$ cat src/rtl/piano_mode_scheduler_pkg.sv
// Shared constants for the piano mode scheduler: FSM states, mode/active/exit codes.
package piano_mode_scheduler_pkg;

  typedef enum logic [2:0] {
    ST_IDLE   = 3'd0,
    ST_SELECT = 3'd1,
    ST_START  = 3'd2,
    ST_RUN    = 3'd3,
    ST_DRAIN  = 3'd4
  } state_e;

  localparam logic [2:0] MODE_NONE  = 3'b000;
  localparam logic [2:0] MODE_FREE  = 3'b001;
  localparam logic [2:0] MODE_AUTO  = 3'b010;
  localparam logic [2:0] MODE_STUDY = 3'b100;

  localparam logic [1:0] ACT_NONE  = 2'b00;
  localparam logic [1:0] ACT_FREE  = 2'b01;
  localparam logic [1:0] ACT_AUTO  = 2'b10;
  localparam logic [1:0] ACT_STUDY = 2'b11;

  localparam logic [1:0] EXIT_NONE   = 2'b00;
  localparam logic [1:0] EXIT_DONE   = 2'b01;
  localparam logic [1:0] EXIT_ABORT  = 2'b10;
  localparam logic [1:0] EXIT_SWITCH = 2'b11;

  localparam logic [6:0] IDLE_LED_DEFAULT = 7'b1111111;

  function automatic logic is_onehot3(input logic [2:0] v);
    return (v == MODE_FREE) || (v == MODE_AUTO) || (v == MODE_STUDY);
  endfunction

  function automatic logic [1:0] mode_to_active(input logic [2:0] m);
    logic [1:0] a;
    case (m)
      MODE_FREE:  a = ACT_FREE;
      MODE_AUTO:  a = ACT_AUTO;
      MODE_STUDY: a = ACT_STUDY;
      default:    a = ACT_NONE;
    endcase
    return a;
  endfunction

endpackage

$ cat src/rtl/piano_mode_scheduler_button_debounce.sv
// Button conditioner: two-flop synchroniser, stability counter, registered rising-edge pulse.
module piano_mode_scheduler_button_debounce #(
  parameter int unsigned DEBOUNCE_CYCLES = 2000000
) (
  input  logic clk,
  input  logic rst_n,
  input  logic raw_i,
  output logic level_o,
  output logic rise_o
);

  localparam int CW = $clog2(DEBOUNCE_CYCLES + 1);
  localparam logic [CW-1:0] CNT_LAST = CW'(DEBOUNCE_CYCLES - 1);

  logic [1:0]    sync_q;
  logic [CW-1:0] cnt_q, cnt_d;
  logic          level_q, level_d;
  logic          rise_q, rise_d;

  // The counter only advances while the synchronised input disagrees with the accepted level.
  always_comb begin
    cnt_d   = '0;
    level_d = level_q;
    rise_d  = 1'b0;
    if (sync_q[1] != level_q) begin
      if (cnt_q == CNT_LAST) begin
        level_d = sync_q[1];
        rise_d  = sync_q[1];
      end else begin
        cnt_d = cnt_q + CW'(1);
      end
    end
  end

  always_ff @(posedge clk or negedge rst_n) begin
    if (!rst_n) begin
      sync_q  <= 2'b00;
      cnt_q   <= '0;
      level_q <= 1'b0;
      rise_q  <= 1'b0;
    end else begin
      sync_q  <= {sync_q[0], raw_i};
      cnt_q   <= cnt_d;
      level_q <= level_d;
      rise_q  <= rise_d;
    end
  end

  assign level_o = level_q;
  assign rise_o  = rise_q;

endmodule

$ cat src/rtl/piano_mode_scheduler.sv
// Piano mode controller: sequences one engine at a time through select/start/run/drain
// and owns the shared LED bank and note bus on behalf of the granted engine.
module piano_mode_scheduler
  import piano_mode_scheduler_pkg::*;
#(
  parameter int unsigned DEBOUNCE_CYCLES = 2000000,
  parameter int unsigned DRAIN_CYCLES    = 16,
  parameter logic [6:0]  IDLE_LED        = IDLE_LED_DEFAULT
) (
  input  logic       clk,
  input  logic       rst_n,
  input  logic [2:0] mode_sel,
  input  logic       confirm,
  input  logic       abort,
  input  logic [6:0] free_leds,
  input  logic [6:0] auto_leds,
  input  logic [6:0] study_leds,
  input  logic [2:0] free_note,
  input  logic [2:0] auto_note,
  input  logic [2:0] study_note,
  input  logic       auto_done,
  input  logic       study_done,
  output logic [2:0] mode_en,
  output logic       mode_start,
  output logic [6:0] leds,
  output logic [2:0] note,
  output logic [1:0] active_mode,
  output logic [1:0] last_exit,
  output logic       busy
);

  localparam int DCW = $clog2(DRAIN_CYCLES + 1);
  localparam logic [DCW-1:0] DRAIN_LAST = DCW'(DRAIN_CYCLES - 1);

  logic confirm_p, abort_p;
  logic confirm_level_unused, abort_level_unused;

  piano_mode_scheduler_button_debounce #(.DEBOUNCE_CYCLES(DEBOUNCE_CYCLES)) u_confirm_db (
    .clk     (clk),
    .rst_n   (rst_n),
    .raw_i   (confirm),
    .level_o (confirm_level_unused),
    .rise_o  (confirm_p)
  );

  piano_mode_scheduler_button_debounce #(.DEBOUNCE_CYCLES(DEBOUNCE_CYCLES)) u_abort_db (
    .clk     (clk),
    .rst_n   (rst_n),
    .raw_i   (abort),
    .level_o (abort_level_unused),
    .rise_o  (abort_p)
  );

  state_e         state_q;
  logic [2:0]     grant_q;
  logic [DCW-1:0] drain_cnt_q;
  logic [2:0]     mode_en_q;
  logic           mode_start_q;
  logic [6:0]     leds_q;
  logic [2:0]     note_q;
  logic [1:0]     active_q;
  logic [1:0]     last_exit_q;
  logic           busy_q;

  logic [6:0] eng_leds;
  logic [2:0] eng_note;
  logic       eng_done;
  logic       run_exit;
  logic [1:0] exit_code;

  // Only the granted engine is visible; free play has no done source.
  always_comb begin
    eng_leds = 7'd0;
    eng_note = 3'd0;
    eng_done = 1'b0;
    case (grant_q)
      MODE_FREE: begin
        eng_leds = free_leds;
        eng_note = free_note;
      end
      MODE_AUTO: begin
        eng_leds = auto_leds;
        eng_note = auto_note;
        eng_done = auto_done;
      end
      MODE_STUDY: begin
        eng_leds = study_leds;
        eng_note = study_note;
        eng_done = study_done;
      end
      default: ;
    endcase
  end

  always_comb begin
    run_exit  = 1'b1;
    exit_code = EXIT_NONE;
    if (eng_done)                  exit_code = EXIT_DONE;
    else if (abort_p)              exit_code = EXIT_ABORT;
    else if (mode_sel != grant_q)  exit_code = EXIT_SWITCH;
    else                           run_exit  = 1'b0;
  end

  always_ff @(posedge clk or negedge rst_n) begin
    if (!rst_n) begin
      state_q      <= ST_IDLE;
      grant_q      <= MODE_NONE;
      drain_cnt_q  <= '0;
      mode_en_q    <= MODE_NONE;
      mode_start_q <= 1'b0;
      leds_q       <= IDLE_LED;
      note_q       <= 3'd0;
      active_q     <= ACT_NONE;
      last_exit_q  <= EXIT_NONE;
      busy_q       <= 1'b0;
    end else begin
      mode_start_q <= 1'b0;
      case (state_q)
        ST_IDLE: begin
          // Switches must be parked at zero first so a stale selection cannot auto-start.
          if (mode_sel == MODE_NONE) begin
            state_q <= ST_SELECT;
            leds_q  <= 7'd0;
            note_q  <= 3'd0;
          end
        end
        ST_SELECT: begin
          if (confirm_p && is_onehot3(mode_sel)) begin
            state_q      <= ST_START;
            grant_q      <= mode_sel;
            mode_en_q    <= mode_sel;
            mode_start_q <= 1'b1;
            active_q     <= mode_to_active(mode_sel);
            last_exit_q  <= EXIT_NONE;
            busy_q       <= 1'b1;
          end
        end
        ST_START: begin
          state_q <= ST_RUN;
          leds_q  <= eng_leds;
          note_q  <= eng_note;
        end
        ST_RUN: begin
          if (run_exit) begin
            state_q     <= ST_DRAIN;
            mode_en_q   <= MODE_NONE;
            leds_q      <= 7'd0;
            note_q      <= 3'd0;
            active_q    <= ACT_NONE;
            last_exit_q <= exit_code;
            drain_cnt_q <= '0;
          end else begin
            leds_q <= eng_leds;
            note_q <= eng_note;
          end
        end
        ST_DRAIN: begin
          if (drain_cnt_q == DRAIN_LAST) begin
            state_q <= ST_IDLE;
            grant_q <= MODE_NONE;
            busy_q  <= 1'b0;
            leds_q  <= IDLE_LED;
          end else begin
            drain_cnt_q <= drain_cnt_q + DCW'(1);
          end
        end
        default: begin
          state_q   <= ST_IDLE;
          grant_q   <= MODE_NONE;
          mode_en_q <= MODE_NONE;
          leds_q    <= IDLE_LED;
          note_q    <= 3'd0;
          active_q  <= ACT_NONE;
          busy_q    <= 1'b0;
        end
      endcase
    end
  end

  assign mode_en     = mode_en_q;
  assign mode_start  = mode_start_q;
  assign leds        = leds_q;
  assign note        = note_q;
  assign active_mode = active_q;
  assign last_exit   = last_exit_q;
  assign busy        = busy_q;

endmodule

$ cat config.mk
export PLATFORM = sky130hd
export DESIGN_NAME = piano_mode_scheduler
export DESIGN_NICKNAME = d
export VERILOG_FILES = /design/src/rtl/piano_mode_scheduler_pkg.sv /design/src/rtl/piano_mode_scheduler_button_debounce.sv /design/src/rtl/piano_mode_scheduler.sv
export SDC_FILE = /design/constraint.sdc
export NUM_CORES = 1
export LEC_CHECK = 0
export CORE_UTILIZATION = 50
export DETAILED_ROUTE_END_ITERATION = 12
export HOLD_SLACK_MARGIN = 0.06
export PLACE_DENSITY = 0.74
export SLEW_MARGIN = 15
export SYNTH_ARGS = -nofsm -noshare
export SYNTH_HDL_FRONTEND = slang
export SYNTH_SLANG_ARGS = --single-unit
$ cat constraint.sdc
create_clock -name clk -period 3 [get_ports clk]
set_clock_uncertainty 0.15 [all_clocks]
set_input_delay 0.6 -clock clk [delete_from_list [all_inputs] [get_ports clk]]
set_output_delay 0.6 -clock clk [all_outputs]
set_load 0.05 [all_outputs]
==> results of run 1 <==
==> kinds of logic (layout without fill, tap and decap cells) <==
group / Yosys count / count (layout) / share of synthesized area (%)
AOI/OAI and AO/OA: 70 / 70 / 12.13
xor gates and xnor gates: 43 / 43 / 9.436
adders and majority gates: 4 / 4 / 1.254
buffers and inverters: 29 / 89 / 3.103
DFF: 80 / 80 / 50.38
muxes: 4 / 4 / 1.066
and+or+nand+nor: 179 / 179 / 22.63
==> through the flow <==
| step | area (um2) | cells | setup slack (ns) | total power (W) | util (%) |
|---|---|---|---|---|---|
| after floorplan | 3991 | 409 | 0.8803 | 0.001766 | - |
| after global placement | 4643 | 555 | 0.3603 | 0.002013 | 60.09 |
| after detailed placement | 4643 | 555 | 0.2908 | 0.002031 | 60.09 |
| after CTS | 4825 | 571 | 0.5402 | 0.002749 | 62.44 |
| after global routing | 4825 | 571 | 0.4220 | 0.002853 | 62.44 |
| final | 4825 | 571 | 0.5598 | 0.002728 | 62.44 |
==> cell usage after synthesis, drive strengths merged (3+ instances only) <==
| cell type | number | area share [%] |
|---|---|---|
| a211oi | 3 | 0.56 |
| a21oi | 5 | 0.72 |
| a22o | 3 | 0.66 |
| a22oi | 10 | 1.9 |
| a32o | 3 | 0.75 |
| and3 | 11 | 1.7 |
| buf | 8 | 1.1 |
| clkbuf | 7 | 0.66 |
| dfrtp | 73 | 46 |
| dfstp | 7 | 4.6 |
| ha | 4 | 1.3 |
| inv | 14 | 1.3 |
| nand2 | 32 | 3.0 |
| nand3 | 19 | 2.4 |
| nand4 | 13 | 2.0 |
| nor2 | 60 | 5.6 |
| nor2b | 6 | 0.94 |
| nor3 | 6 | 0.75 |
| nor3b | 3 | 0.69 |
| nor4 | 5 | 0.78 |
| nor4b | 5 | 1.1 |
| o21ai | 24 | 3.1 |
| o22ai | 9 | 1.4 |
| or3 | 4 | 0.63 |
| xnor2 | 18 | 3.9 |
| xor2 | 25 | 5.5 |
==> worst max path at each step <==
| stage | to | slack [ns] | depth (start not counted) |
|---|---|---|---|
| finish | leds[2] | 0.56 | 1 |
| global route | u_confirm_db.cnt_q[5] | 0.42 | 6 |
| CTS | leds[2] | 0.54 | 1 |
| detailed placement | mode_en[0] | 0.29 | 6 |
| global placement | mode_en[1] | 0.36 | 6 |
| floorplan | last_exit[1] | 0.88 | 6 |
==> sequential cells by signal (all words and copies together), names as in the netlist <==
| register | cells |
|---|---|
| active_mode | 2 |
| busy | 1 |
| drain_cnt_q | 5 |
| grant_q | 3 |
| last_exit | 2 |
| leds | 7 |
| mode_en | 3 |
| mode_start | 1 |
| note | 3 |
| state_q | 3 |
| u_abort_db.cnt_q | 21 |
| u_abort_db.level_o | 1 |
| u_abort_db.rise_o | 1 |
| u_abort_db.sync_q | 2 |
| u_confirm_db.cnt_q | 21 |
| u_confirm_db.level_o | 1 |
| u_confirm_db.rise_o | 1 |
| u_confirm_db.sync_q | 2 |
==> power groups by stage <==
stage	logic, W	registers [W]	clock network [W]
2_1_floorplan	0.000168	0.00160	0
3_3_place_gp	0.000693	0.00132	0
6_report	0.000701	0.00130	0.000724
3_5_place_dp	0.000706	0.00132	0
4_1_cts	0.000709	0.00130	0.000738
5_1_grt	0.000750	0.00132	0.000787
==> layout make-up <==
type | count | area (um2) | share of cell area, %
clock inverters | 7 | 57.56 | 1.193
multi-input cells | 300 | 1857 | 38.49
flip-flops and latches | 80 | 2011 | 41.68
clock buffers | 9 | 123.9 | 2.567
repair buffers | 59 | 595.6 | 12.34
well taps | 102 | 127.6 | 2.645
inverters | 14 | 52.55 | 1.089
==> cell usage in the layout (no fill, tap or decap), drive strengths merged, types with 3 or more instances in the layout <==
| cell type | count |
|---|---|
| a211oi | 3 |
| a21oi | 5 |
| a22o | 3 |
| a22oi | 10 |
| a32o | 3 |
| and3 | 11 |
| buf | 3 |
| clkbuf | 9 |
| clkdlybuf4s50 | 56 |
| clkinv | 3 |
| clkinvlp | 3 |
| dfrtp | 73 |
| dfstp | 7 |
| ha | 4 |
| inv | 15 |
| nand2 | 32 |
| nand3 | 19 |
| nand4 | 13 |
| nor2 | 60 |
| nor2b | 6 |
| nor3 | 6 |
| nor3b | 3 |
| nor4 | 5 |
| nor4b | 5 |
| o21ai | 24 |
| o22ai | 9 |
| or3 | 4 |
| xnor2 | 18 |
| xor2 | 25 |
==> metal layers <==
| layer | wire length (um) | part of all wire (%) |
|---|---|---|
| met1 | 3688 | 46 |
| met2 | 3598 | 45 |
| met3 | 499 | 6.2 |
| met4 | 207 | 2.6 |
| met5 | 0 | 0 |
==> summary.md, run 1 <==
| Metric | Value |
|---|---|
| Global route overflow | `0` |
| CTS tree | `built` |
| Post-Syn Area | `~4000 um2` |
| Seq/Total Area, Yosys | `between 50 and 60%` |
| Final Slew Violations | `0` |
| Cells after synthesis | `just over 400` |
| Final hold violations | `0` |
| Initial antenna violation count | `0` |
| First DRT Iteration DRCs | `between 100 and 150` |
| CP arrival | `around 1.7 ns` |
| CTS Sinks | `80` |
| Hold WS | `between 0.09 and 0.1 ns` |
| Cell internal pwr | `between 0.0015 and 0.002 W` |
| Crit-path max cell delay | `about 0.8 ns` |
| Critical path required time | `~2.3 ns` |
| Slew margin rel. | `around 47%` |
| Synth Register Bits | `80` |
| Critical Path End Type | `primary output` |
| CP max-delay cell | `clkdlybuf4s50_1` |
| Drt wl/cell | `about 14 um` |
| Final setup fails | `0` |
| Die ar. | `between 8000 and 9000 um2` |
| Synth cell types | `53` |
| WL final | `around 8000 um` |
| Share of layout cells above drive strength 1 | `roughly 7.7%` |
| Area growth from synthesis to layout | `20.88%` |
| First-pass iteration count of the detailed router | `4` |
| First-pass GRT wire length | `roughly 14000 um` |
| GRT Resource Usage Total | `between 20% and 30%` |
| Reg2reg start | `u_confirm_db.cnt_q[0]` |
| H-tree depth | `3` |
| Startpoint types | `flop` |
| Crit Path Max Fanout | `2` |
| R2r worst-path depth | `6` |
| Part of the power in registers | `approximately 48%` |
| Max cap viols | `0` |
| Min-Delay Path Class | `in2async` |
| Switching Fraction | `approximately a third` |
| Internal reg-to-reg setup slack | `between 0.6 and 0.7 ns` |
| Clock Tree Buf Depth | `2` |
| Reg clk slew, reported paths | `roughly 0.09 ns` |
| CTS Buf Count | `9` |
| Filler cell count | `~660` |
| Met3 Use GR | `4.690%` |
| Std-Cell Rows | `32` |
| Post-CTS Setup Inserts | `0` |
| CORE AREA | `7727 um2` |
| Cell Pwr Density | `around 570 nW/um2` |
| Number of global-route vias before repair | `~3100` |
| RR Endpoint | `u_confirm_db.cnt_q[7]` |
| Met2 Use GR | `32.70%` |
| Worst-skew pair later-pin latency | `around 0.36 ns` |
| Post-cts repair resize count | `0` |
| Sw power | `roughly 0.00093 W` |
| Via density per instance | `between 5 and 6` |
| Clock Power Share | `between 20% and 30%` |
| GR Util met1 | `between 20% and 30%` |
| Slew @ Worst Pin | `0.7890 ns` |
| Status | `complete, no violations` |
| VDD IR max | `between 200 and 300 uV` |
| Setup TNS | `0 ns` |
| Largest net degree at the start of global routing | `81` |
| Share of total power in combinational logic | `about 26%` |
| Layout Nets | `just over 500` |
| Top_reg_cell synth | `dfrtp_1` |
| RD Place Congestion | `between 0.8 and 0.9` |
| Hold_buf cts | `0` |
| Port bufs | `57` |
| Grt peak-use layer | `met2` |
| Async SR Flop Fraction | `100.0%` |
| Net count after synthesis | `452` |
| Dpl hpwl | `5576 um` |
| DRC | `0` |
| RSZ-0062 raised after global routing | `false` |
| CTS Root Cell | `clkbuf_8` |
| Tmin final | `between 2 and 2.5 ns` |
| Critical path's top delay family | `buffers and inverters` |
| Post-synth EDFFs | `0` |
| Peak Freq | `roughly 0.41 GHz` |
| Antenna cells | `0` |
| Ys Warns | `0` |
| Die Wd | `~91 um` |
| Initial Util | `around half` |
| IO Pins | `58` |
| Die Span Y | `about 90 um` |
| CP Class | `reg2out` |
| Number of routed nets with antenna violations | `0` |
| Crit path cell chain | `clkdlybuf4s50_1` |
| Static Leak | `2.013 nW` |
| DR vias | `between 3000 and 4000` |
| Mean Syn Cell Area | `between 9 and 10 um2` |
| Final worst path period share | `81.34%` |
| Worst Setup SP | `leds[2]` |
| Buffers and inverters on the worst path | `1` |
(Power assumes the default switching activity.)
==> run 2: changes to the inputs <==
Clock period 3 ns to 2.5 ns, I/O delays scaled along.
==> run 2 against run 1 <==
  * Critical path depth is the same
  * Hold slack gained 0.10 ns
  * Via count grew 1.0%
  * Register-to-register slack lost 0.23 ns
  * Sequential cell count is the same
  * Global-route usage grew 1.0 points
  * Count of clock-buffer cells in the layout grew 1
  * Largest cell class unchanged
  * Largest power group unchanged
  * First-iteration DRC count is the same
  * Die area is the same
  * Non-clock buffer count grew 13
  * Total power grew 27%
==> summary.md, run 2 (synthesis results as in run 1) <==
| Metric | Value |
|---|---|
| Global route overflow | `0` |
| Min-Delay Path Class | `reg2reg` |
| Tmin final | `2.334 ns` |
| Critical path's top delay family | `buffers and inverters` |
| Hold WS | `between 0.2 and 0.25 ns` |
| Number of routed nets with antenna violations | `0` |
| Final Slew Violations | `0` |
| Worst-skew pair later-pin latency | `about 0.35 ns` |
| Std-Cell Rows | `32` |
| Antenna cells | `0` |
| Clock Tree Buf Depth | `2` |
| Dpl ws | `-0.03161 ns` |
| Port bufs | `57` |
| Fin cells | `584` |
| First DRT Iteration DRCs | `around 140` |
| Area growth from synthesis to layout | `24.36%` |
| Layout Nets | `520` |
| RD Place Congestion | `~0.86` |
| Peak Freq | `~0.43 GHz` |
| CTS Root Cell | `clkbuf_8` |
| Crit Path Max Fanout | `2` |
| Pwr Total | `roughly 0.0035 W` |
| Startpoint types | `flop` |
| CP max-delay cell | `clkdlybuf4s50_1` |
| Hold_sp | `u_confirm_db.sync_q[0]` |
| Largest net degree at the start of global routing | `between 40 and 50` |
| CP arrival | `1.68 ns` |
| DRC | `0` |
| Slew margin rel. | `54.40%` |
| Max cap viols | `0` |
| Crit path cell chain | `clkdlybuf4s50_1` |
| First-pass iteration count of the detailed router | `4` |
| GRT Resource Usage Total | `21.62%` |
| IO Pins | `58` |
| CTS Sinks | `80` |
| CTS tree | `built` |
| CP Class | `reg2out` |
| Critical Path End Type | `primary output` |
| RSZ-0062 raised after global routing | `false` |
| Filler cell count | `645` |
| Die ar. | `between 8000 and 9000 um2` |
| Critical path required time | `1.85 ns` |
| Dpl cells | `~570` |
| First-pass GRT wire length | `approximately 14000 um` |
| Status | `complete, no violations` |
| Commonest cells after routing, fill and taps aside | `dfrtp_1, nor2_1, clkdlybuf4s50_1` |
| Drt wl/cell | `14.31 um` |
| Initial antenna violation count | `0` |
| Crit-path max cell delay | `0.80 ns` |
| WL final | `approximately 8400 um` |
| Final worst path period share | `roughly 93%` |
| DR vias | `~3200` |
| Worst Setup SP | `leds[2]` |
| Reg clk slew, reported paths | `0.07 ns` |
| Sequential cell area | `2011 um2` |
| Layout Utilization | `about 64%` |
| VDD IR max | `between 400 and 500 uV` |
| Initial Util | `between 50 and 60%` |
| Die Span Y | `between 90 and 100 um` |
| Final setup fails | `0` |
| Number of global-route vias before repair | `between 3000 and 4000` |
| CORE AREA | `slightly below 8000 um2` |
| Die Wd | `~91 um` |
| Dpl hpwl | `slightly below 6000 um` |
| Cell Pwr Density | `~700 nW/um2` |
| Buffers and inverters on the worst path | `1` |
| Via density per instance | `5.517` |
| Setup slack after layout | `~0.17 ns` |
| Final hold violations | `0` |
| Slew @ Worst Pin | `a little under 0.7 ns` |
| Share of layout cells above drive strength 1 | `9.959%` |
| H-tree depth | `3` |
| Post-cts repair resize count | `0` |
| Static Leak | `about 2.1 nW` |
| Reg2reg start | `grant_q[1]` |
| Area of the multi-input gates | `about 1900 um2` |
| Most common cell after layout, fill and taps aside | `dfrtp_1` |
| CTS Buf Count | `9` |
[run 2: changes by cell type in the layout (fill, tap and decap cells not counted)]
cell and delta:
clkinvlp_4 -2, bufinv_16 +2, clkinv_4 -3, buf_4 +12, dlygate4sd3_1 +1, clkbuf_8 +1
clkinv_2 +3, inv_6 -1
[run 2: timing repair]
item	4_1_cts	5_1_grt
hold buffers	1	0
setup buffers	0	0
endpoints found under the hold margin	30	0
[run 2: worst reg2reg max path, stage by stage, from the launching register on]
cell and delay (ns):
dfrtp_1 0.60, nor2_1 0.12, a31o_2 0.31, o31a_1 0.31, o32a_1 0.37, o21ai_1 0.16
[run 2: power breakdown]
group          switching (W)  total [W]  internal [W]
Sequential         0.0000973    0.00157       0.00147
Combinational       0.000527   0.000858      0.000331
Clock               0.000464    0.00105      0.000584
[run 2: metrics by stage]
stage / setup TNS (ns) / cell area [um2]
3_3_place_gp: 0 / 4733
4_1_cts: 0 / 4964
2_1_floorplan: 0 / 3991
3_5_place_dp: -0.1966 / 4733
6_report: 0 / 4964
5_1_grt: 0 / 4964
[run 2: area by class of cell]
type	count	share of cell area [%]
flip-flops and latches	80	40.51
multi-input cells	300	37.41
repair buffers	72	14.02
clock buffers	10	2.773
well taps	102	2.571
clock inverters	6	1.664
inverters	14	1.059
[run 2: per-layer routing]
layer / share of wire [%] / routed length (um) / up-vias / global-route usage, %
li1: - / - / 1574 / -
met3: 5.4 / 452 / 16 / 4.941
met2: 45 / 3744 / 82 / 35.92
met1: 47 / 3954 / 1550 / 27.13
met5: 0 / 0 / - / 0
met4: 2.5 / 207 / 0 / 9.259
[run 2: path summary, 6_finish.rpt]
kind	endpoint	slack [ns]	cells past startpoint
setup / recovery	leds[2]	0.17	1
min in group asynchronous	active_mode[0]	0.51	2
setup reg to reg	mode_en[0]	0.41	5
max in group asynchronous	u_confirm_db.cnt_q[8]	1.08	3
hold reg to reg	u_confirm_db.sync_q[1]	0.20	0
hold / removal	u_confirm_db.sync_q[1]	0.20	0
==> run 3: changes to the inputs <==
Settings changed: PLACE_DENSITY 0.74 to default, PLACE_DENSITY_LB_ADDON from default to 0.2.
==> run 3 against run 2 <==
  * Sequential share of layout area increased by 0.051 points
  * Design area decreased by 0.13%
  * Sequential cell count unchanged
  * Global-route usage decreased by 0.12 points
  * Hold slack improved by 0.0016 ns
  * Register-to-register slack got worse by 0.02 ns
  * Largest power group unchanged
==> summary.md, run 3 (synthesis results as in run 1) <==
| Metric | Value |
|---|---|
| First-pass iteration count of the detailed router | `4` |
| Final Slew Violations | `0` |
| Crit Path Max Fanout | `2` |
| Cell Pwr Density | `683.6 nW/um2` |
| Tmin final | `2.336 ns` |
| First DRT Iteration DRCs | `118` |
| Std-Cell Rows | `32` |
| Global route overflow | `0` |
| Startpoint types | `flop` |
| CP max-delay cell | `clkdlybuf4s50_1` |
| Clock Power Share | `28.5%` |
| CTS Buf Count | `9` |
| Drt wl/cell | `about 14 um` |
| RSZ-0062 raised after global routing | `false` |
| Port bufs | `57` |
| IO Pins | `58` |
| Met3 Use GR | `4.774%` |
| Critical Path End Type | `primary output` |
| CP arrival | `1.69 ns` |
| Critical path's top delay family | `buffers and inverters` |
| Post-CTS Setup Inserts | `0` |
| CP Class | `reg2out` |
| Final hold violations | `0` |
| Grt peak-use layer | `met2` |
| DR vias | `between 3000 and 4000` |
| Crit path cell chain | `clkdlybuf4s50_1` |
| Filler cell count | `approximately 660` |
| Die ar. | `approximately 8300 um2` |
| Via density per instance | `around 5.5` |
| Layout Nets | `around 520` |
| H-tree depth | `3` |
| Setup TNS | `0 ns` |
| Worst-skew pair later-pin latency | `approximately 0.35 ns` |
| Initial Util | `51.65%` |
| Peak Freq | `about 0.43 GHz` |
| Crit-path max cell delay | `roughly 0.8 ns` |
| GR Util met1 | `around 27%` |
| First-pass GRT wire length | `14210 um` |
| Hold_buf cts | `1` |
| Die Wd | `between 90 and 100 um` |
| Area of the multi-input gates | `~1900 um2` |
| Met2 Use GR | `a little over a third` |
| WL final | `around 8000 um` |
| Pwr Total | `between 0.003 and 0.004 W` |
| Static Leak | `about 2.1 nW` |
| Part of the power in registers | `between 40% and 50%` |
| Min-Delay Path Class | `reg2reg` |
| CTS Sinks | `80` |
| Critical path required time | `roughly 1.9 ns` |
| Share of layout cells above drive strength 1 | `roughly a tenth` |
| Hold WS | `around 0.20 ns` |
| Cell internal pwr | `around 0.0023 W` |
| VDD IR max | `about 320 uV` |
| Most common cell after layout, fill and taps aside | `dfrtp_1` |
| Area growth from synthesis to layout | `24.20%` |
| Commonest cells after routing, fill and taps aside | `dfrtp_1, nor2_1, clkdlybuf4s50_1` |
| Slew @ Worst Pin | `between 0.6 and 0.7 ns` |
| RD Place Congestion | `0.8233` |
| Largest net degree at the start of global routing | `49` |
| Buffers and inverters on the worst path | `1` |
| Final worst path period share | `between 90% and 100%` |
| Die Span Y | `91.35 um` |
| CTS Root Cell | `clkbuf_8` |
| Clock Tree Buf Depth | `2` |
| Placed cell area | `between 4000 and 5000 um2` |
| Status | `complete, no violations` |
| Post-cts repair resize count | `0` |
| Sequential cell area | `roughly 2000 um2` |
| CORE AREA | `7727 um2` |
| DRC | `0` |
| Number of routed nets with antenna violations | `0` |
| Max cap viols | `0` |
| Fin area | `between 4000 and 5000 um2` |
| Switching Fraction | `a little under a third` |
| Slew margin rel. | `54.00%` |
| Share of total power in combinational logic | `about a quarter` |
| CTS tree | `built` |
| Initial antenna violation count | `0` |
| Number of global-route vias before repair | `~3100` |
| Antenna cells | `0` |
| Final setup fails | `0` |
| Sw power | `0.001073 W` |
| Dpl hpwl | `6005 um` |
| GRT Resource Usage Total | `roughly 22%` |
| Reg clk slew, reported paths | `roughly 0.080 ns` |
[run 3: changes by cell type in the layout (fill, tap and decap cells not counted), sizes merged]
cell      previous run  this run
buf                 15        16
bufinv               2         1
clkbuf              10        11
clkinv               3         2
clkinvlp             1         2
[run 3: worst paths after layout]
check / from / to / slack (ns) / cells past startpoint
max: leds[0] / leds[0] / 0.16 / 1
min: u_confirm_db.sync_q[0] / u_confirm_db.sync_q[1] / 0.20 / 0
max reg2reg: grant_q[1] / drain_cnt_q[0] / 0.39 / 6
min reg2reg: u_confirm_db.sync_q[0] / u_confirm_db.sync_q[1] / 0.20 / 0
max in group asynchronous: rst_n / u_confirm_db.level_o / 1.14 / 3
min in group asynchronous: rst_n / active_mode[1] / 0.47 / 2
[run 3: per-layer routing]
metal,share of wire (%),wire (um),vias to the layer above
met4,1.6,135,0
met2,47,3833,81
met1,46,3803,1571
met3,5.3,431,10
met5,0,0,-
li1,-,-,1584
[run 3: power by group through the flow]
| stage | registers (W) | clock network, W | logic (W) |
|---|---|---|---|
| 3_5_place_dp | 0.00159 | 0 | 0.000860 |
| 4_1_cts | 0.00157 | 0.000991 | 0.000862 |
| 3_3_place_gp | 0.00159 | 0 | 0.000842 |
| 6_report | 0.00157 | 0.000966 | 0.000853 |
| 2_1_floorplan | 0.00192 | 0 | 0.000202 |
| 5_1_grt | 0.00159 | 0.00105 | 0.000916 |
[run 3: cell type report]
type                       instances  share of cell area (%)
inverter                          14                   1.060
tap                              102                   2.574
clock buffer                      11                   3.054
timing repair buffer              73                   14.18
sequential                        80                   40.56
clock inverter                     5                   1.111
multi-input combinational        300                   37.46
[run 3: stage by stage]
stage | util [%] | setup slack (ns) | cells
floorplan | - | 0.4803 | 409
global placement | 61.35 | 0.07370 | 568
detailed placement | 61.35 | 0.03202 | 568
CTS | 64.15 | 0.1520 | 585
global route | 64.15 | 0.1189 | 585
finish | 64.15 | 0.1637 | 585
